## src/rtl/rv_mem_arb.sv

```systemverilog
// Shares one single-port synchronous memory between the fetch and data ports of rv_cpu.
// Grant is combinational in the request cycle. Each response comes exactly 1 cycle after accept. Responses cannot be backpressured.
module rv_mem_arb #(
    parameter int ADDR_W     = 32,
    parameter int DATA_W     = 32,
    parameter int STARVE_MAX = 4
) (
    input  logic                clk,
    input  logic                rst,
    input  logic                if_req_valid,
    input  logic [ADDR_W-1:0]   if_req_addr,
    output logic                if_req_ready,
    input  logic                if_flush,
    output logic                if_rsp_valid,
    output logic [DATA_W-1:0]   if_rsp_data,
    input  logic                d_req_valid,
    input  logic [ADDR_W-1:0]   d_req_addr,
    input  logic                d_req_wr_en,
    input  logic [DATA_W/8-1:0] d_req_byte_en,
    input  logic [DATA_W-1:0]   d_req_wr_data,
    output logic                d_req_ready,
    output logic                d_rsp_valid,
    output logic [DATA_W-1:0]   d_rsp_data,
    output logic                mem_rd_en,
    output logic                mem_wr_en,
    output logic [ADDR_W-1:0]   mem_addr,
    output logic [DATA_W/8-1:0] mem_byte_en,
    output logic [DATA_W-1:0]   mem_wr_data,
    input  logic [DATA_W-1:0]   mem_rd_data
);
    localparam logic [3:0] STARVE_LIM = 4'(STARVE_MAX);

    typedef enum logic [1:0] {
        OWN_NONE,
        OWN_IF,
        OWN_DRD,
        OWN_DWR
    } owner_t;

    owner_t     owner_q, owner_d;
    logic [3:0] starve_q, starve_d;
    logic       grant_if, grant_d;

    // Data wins contention until it has starved a waiting fetch STARVE_MAX times in a row.
    always_comb begin
        grant_if = rst & if_req_valid & (~d_req_valid | (starve_q >= STARVE_LIM));
        grant_d  = rst & d_req_valid & ~grant_if;
    end

    assign if_req_ready = grant_if;
    assign d_req_ready  = grant_d;

    always_comb begin
        mem_rd_en   = 1'b0;
        mem_wr_en   = 1'b0;
        mem_addr    = '0;
        mem_byte_en = '0;
        mem_wr_data = '0;
        if (grant_if) begin
            mem_rd_en   = 1'b1;
            mem_addr    = if_req_addr;
            mem_byte_en = '1;
        end else if (grant_d) begin
            mem_addr = d_req_addr;
            if (d_req_wr_en) begin
                mem_wr_en   = 1'b1;
                mem_byte_en = d_req_byte_en;
                mem_wr_data = d_req_wr_data;
            end else begin
                mem_rd_en = 1'b1;
            end
        end
    end

    always_comb begin
        owner_d  = OWN_NONE;
        starve_d = 4'd0;
        if (grant_if) begin
            owner_d = OWN_IF;
        end else if (grant_d) begin
            owner_d = d_req_wr_en ? OWN_DWR : OWN_DRD;
        end
        if (grant_d && if_req_valid) begin
            starve_d = (starve_q >= STARVE_LIM) ? STARVE_LIM : starve_q + 4'd1;
        end
    end

    always_ff @(posedge clk or negedge rst) begin
        if (!rst) begin
            owner_q  <= OWN_NONE;
            starve_q <= 4'd0;
        end else begin
            owner_q  <= owner_d;
            starve_q <= starve_d;
        end
    end

    // Owner is forced to NONE while reset is held, so every response output is 0 during reset.
    always_comb begin
        if_rsp_valid = 1'b0;
        if_rsp_data  = '0;
        d_rsp_valid  = 1'b0;
        d_rsp_data   = '0;
        case (owner_q)
            OWN_IF: begin
                if_rsp_valid = ~if_flush;
                if_rsp_data  = mem_rd_data;
            end
            OWN_DRD: begin
                d_rsp_valid = 1'b1;
                d_rsp_data  = mem_rd_data;
            end
            OWN_DWR: begin
                d_rsp_valid = 1'b1;
            end
            default: ;
        endcase
    end
endmodule
```

## config.mk

```make
export PLATFORM = sky130hd
export DESIGN_NAME = rv_mem_arb
export DESIGN_NICKNAME = d
export VERILOG_FILES = /design/src/rtl/rv_mem_arb.sv
export SDC_FILE = /design/constraint.sdc
export NUM_CORES = 1
export LEC_CHECK = 0
export ABC_AREA = 1
export CORE_AREA = 2 2 108 110
export DETAILED_ROUTE_END_ITERATION = 12
export DIE_AREA = 0 0 110 112
export PLACE_DENSITY_LB_ADDON = 0.3
export SYNTH_ARGS = -nofsm -noshare
export SYNTH_HDL_FRONTEND = slang
export SYNTH_SLANG_ARGS = --single-unit
```

## constraint.sdc

```tcl
create_clock -name clk -period 1.3 [get_ports clk]
set_input_delay 0.39 -clock clk [delete_from_list [all_inputs] [get_ports clk]]
set_output_delay 0.39 -clock clk [all_outputs]
set_load 0.01 [all_outputs]
```

; ---- Word-level counts from Yosys, hierarchy flattened
; Cells that the tools add are included.
[totals]
out_inout_bits = 138
elab_cells = 40
ff_bits = 6
input_bits = 138
[op_classes]
bitwise_logic = 8
magnitude_cmp = 1
n_addsub = 1
mux = 23
n_reduce_logical = 2
n_eq_ne = 3
[ops]
columns = operator, n
row1 = 32-bit two-way mux, 7
row2 = 4-bit two-way mux, 5
row3 = 1-bit two-way mux, 9
row4 = 4-bit by 1-bit adder with 4-bit output (second input constant), 1
row5 = 1-bit AND, 4
row6 = 2-bit equality test (second input constant), 2
row7 = 4-bit by 3-bit greater-or-equal comparator with 1-bit output (second input constant), 1
row8 = 2-bit two-way mux, 2
row9 = 1-bit NOT, 3
row10 = 2-bit by 1-bit equality test with 1-bit output (second input constant), 1
row11 = 2-bit OR reduction, 1
row12 = 1-bit logical AND, 1
row13 = 1-bit bitwise OR, 1

; ---- Longest topological paths before layout
; Gate-level depths: netlist (run 1).
[logic_depth]
depth_word = 7
ltp_mapped = 7
depth_no_buf = 5

; ---- Least setup slack after synthesis (run 1)
; Ideal clock, no wire load.
[synth_timing]
kind = register to output
from = reg owner_q[1]
to = out if_rsp_data[0]
t_required_ps = 910
slack_ps = -183
path_buffers = 2
arrival_time_ps = 1093
path_stages_with_launch = 5
cell_sequence = dfrtp_1 > or2_2 > buf_2 > buf_6 > nor2_1
[synth_via]
elab_chain_len = 2
[synth_rtl]
columns = element, line_no
row1 = from (decl), 40  ; owner_t owner_q, owner_d;
row2 = from (signal assigned), 93  ; owner_q <= owner_d;
row3 = 2-bit by 1-bit equality test with 1-bit output, 104  ; case (owner_q)
row4 = 32-bit two-way mux, 104
row5 = to (decl), 15  ; output logic [DATA_W-1:0] if_rsp_data,
; No other way between the ends.

; ---- Worst setup path after layout (run 1)
[layout_timing]
from = reg starve_q[3]
to = out mem_wr_en
[layout_via]
elab_chain_len = 7
[layout_rtl]
columns = element, line_no
row1 = from (decl), 41  ; logic [3:0] starve_q, starve_d;
row2 = from (signal assigned), 94  ; starve_q <= starve_d;
row3 = 4-bit by 3-bit greater-or-equal comparator with 1-bit output (*), 46  ; grant_if = rst & if_req_valid & (~d_req_valid | (starve_q >= STARVE_LIM));
row4 = 1-bit bitwise OR (*), 46
row5 = 1-bit AND (*), 46
row6 = 1-bit NOT, 47  ; grant_d = rst & d_req_valid & ~grant_if;
row7 = 1-bit AND, 47
row8 = 1-bit two-way mux, 63  ; end else if (grant_d) begin
row9 = 1-bit two-way mux (*), 59  ; if (grant_if) begin
row10 = to (decl), 25  ; output logic mem_wr_en,
; Mark *: on every way between the ends. The rest lies on a longest branch, timed or not.

==> results of run 1 <==
==> worst max-delay path, stage by stage, from the launching register on <==
cell	delay, ns
dfrtp_1	0.38
nor2_4	0.14
nand2_2	0.11
nand2_8	0.11
nand2_8	0.11
buf_12	0.18
nor2_4	0.12
buf_6	0.11
==> layer usage <==
| metal | vias up | global-route usage [%] | share of wire (%) |
|---|---|---|---|
| li1 | 1571 | - | - |
| met1 | 1496 | 15.9 | 31 |
| met2 | 179 | 35.0 | 56 |
| met3 | 18 | 4.68 | 10 |
| met4 | 0 | 5.91 | 2.2 |
| met5 | - | 0 | 0 |
==> sequential cells by signal, indices dropped and copies added (netlist names) <==
| name | cells |
|---|---|
| starve_q | 4 |
| owner_q | 2 |
==> through the flow <==
step	total power [mW]	util (%)	worst slack, ns	cells	instance area [µm²]
after floorplan	0.794	-	-0.141	321	1950
after global placement	1.67	43.9	-1.25	736	4900
after detailed placement	1.69	43.9	-1.27	736	4900
after CTS	2.53	50.8	-0.618	774	5680
after global routing	2.89	57.9	-0.646	776	6470
final	2.75	57.9	-0.574	776	6470
==> cell families after synthesis <==
logic type                 count (synthesis)  share of synthesized area (%)
adders and majority gates                  1                          0.852
AOI/OAI and AO/OA                          7                           2.64
DFF                                        6                           10.2
buffers and inverters                     64                           20.5
other                                      1                          0.256
and+or+nand+nor                          242                           65.6
==> what timing repair did <==
item                                    in CTS  in global routing
gates cloned                                12                  3
buffers inserted                            23                  9
hold endpoints to repair                     0                  0
pin swaps                                   29                 28
endpoints found under the setup margin     140                138
gates resized for setup                    747                175
==> final cells by class <==
type | count | area (µm²)
Timing Repair Buffer | 334 | 3820
Inverter | 39 | 164
Clock buffer | 3 | 75.1
Tap cell | 143 | 179
Sequential cell | 6 | 150
Multi-Input combinational cell | 251 | 2080
Fill cell | 915 | 4700
==> power by group <==
group	internal [mW]	leakage, nW	switching [mW]	total, mW
combinational	1.18	2.77	0.884	2.06
sequential	0.195	0.0791	0.00375	0.198
clock	0.394	0.0370	0.0932	0.487
==> how the worst max path moves through the flow <==
| stage | startpoint | endpoint | slack (ns) | cells after the start |
|---|---|---|---|---|
| floorplan | starve_q[3] | mem_wr_data[15] | -0.14 | 6 |
| global placement | rst | mem_wr_en | -1.25 | 8 |
| detailed placement | rst | mem_wr_en | -1.27 | 8 |
| CTS | starve_q[2] | mem_wr_en | -0.62 | 7 |
| global route | starve_q[3] | mem_byte_en[3] | -0.65 | 6 |
| finish | starve_q[3] | mem_wr_en | -0.57 | 7 |
==> cell usage after synthesis, types with 3 or more instances <==
cell type,n
clkbuf_1,7
o21ai_0,6
nand2_1,103
buf_6,6
inv_1,38
buf_2,12
nor2_1,101
nand2_2,3
nand3_1,33
dfrtp_1,6
==> flow_metrics.py, run 1 <==
metrics = {
    "outcome": {
        "status": "finished, violations left",
        "violations": "setup timing",
    },
    "cts": {
        "clock_sinks": 6,
        "insertion_delay_ns": 0.22,
        "root_buffer": "clkbuf_16",
        "cts_made_buffers": 3,
        "cts-htree-levels": 1,
        "cts_tree": "yes",
        "hold_buffers": 0,
        "clock_path_buffers": 2,
        "path_clk_slew_ns": 0.03,
    },
    "die": {
        "core_um2": 11200,
        "fp.dieW_um": 110,
        "rows": 39,
        "start_util_pct": 13.1,
        "dieArea_um2": 12300,
        "pin_count": 276,
        "die_height_um": 112,
    },
    "cells_and_area": {
        "final_cell_mix": "buf_6 (143), clkdlybuf4s50_1 (132), nor2_4 (93)",
        "final_common_cell": "buf_6",
        "antenna_cells": 0,
        "nets": 774,
        "drive_gt1_share_pct": 62.2,
        "area_growth_pct": 341,
    },
    "global_route": {
        "grt_max_degree": 33,
        "grt_overflow_total": 0,
        "antenna_found_initial": 0,
        "grt_usage_pct": 17.3,
        "grt_first_pass_wirelength_um": 16700,
        "first_global_vias": 3417,
    },
    "logic_synthesis": {
        "syn_area_um2": 1470,
        "synth_edf_count": 0,
        "seq_area_frac_synth_pct": 10.2,
        "synth_cells": 321,
        "async_flop_share_pct": 100,
        "ys_seq_elements": 6,
        "synthFlopType": "dfrtp_1",
        "syn_nets": 460,
        "synth_area_per_cell_um2": 4.57,
        "synth_top_area_share_pct": 26.3,
        "ys_types": 16,
        "synth_area_leader_cell": "nand2_1",
        "synthTopCellsByArea": "nand2_1 (26%), nor2_1 (26%), nand3_1 (11%)",
        "ys_warn_count": 0,
    },
    "worst_setup_path": {
        "r2r-start": "starve_q[3]",
        "path_max_fanout": 8,
        "reg2reg_slack_ns": -0.01,
        "endpoint_kind": "output port",
        "rr_endpoint": "owner_q[1]",
        "cp.arrival_ns": 1.48,
        "path_class": "reg -> out",
        "crit_required_ns": 0.91,
        "cp-start-kind": "flop",
        "worstRegToRegCells": 8,
    },
    "drt": {
        "drtAntennaViolNets": 0,
        "wire_per_inst_um": 15.3,
        "drcViolationCount": 0,
        "drt_iter0_drc": 70,
        "wl_um": 11900,
        "routed_via_density": 4.21,
        "vias": 3264,
        "first_pass_iters": 4,
    },
    "sta": {
        "clock-skew-final_ns": 0.000962,
        "drv_slew": 0,
        "rsz0062_at_grt": "true",
        "finalSetupViolations": 139,
        "hold_viol_final": 0,
        "period_share_pct": 144,
        "fmax_ghz": 0.534,
        "post-route-min-period_ns": 1.87,
        "fin_ws_ns": -0.574,
        "fin_setup_tns_ns": -64.31,
        "whs_ns": 0.123,
    },
    "worst_hold_path": {
        "min-delay-path-class": "in -> async",
    },
    "placed_design": {
        "dp_hpwl_um": 8280,
        "portBuffers": 275,
        "gp_congestion": 0.824,
    },
    "pwr": {
        "pwr_density_cell_nw_per_um2": 424,
        "p_leak_nw": 2.88,
        "max-vdd-ir-drop_v": 0.000464,
    },
    "flow_run": {
        "maxCapViolCount": 0,
    },
}
Note: power is estimated with default switching activity, not from simulation.
==> run 2, diff against run 1 <==
Settings changed: CAP_MARGIN set to 25.
==> results of run 2 <==
Same layout as run 1: the final DEF is identical, and so are final timing and power.
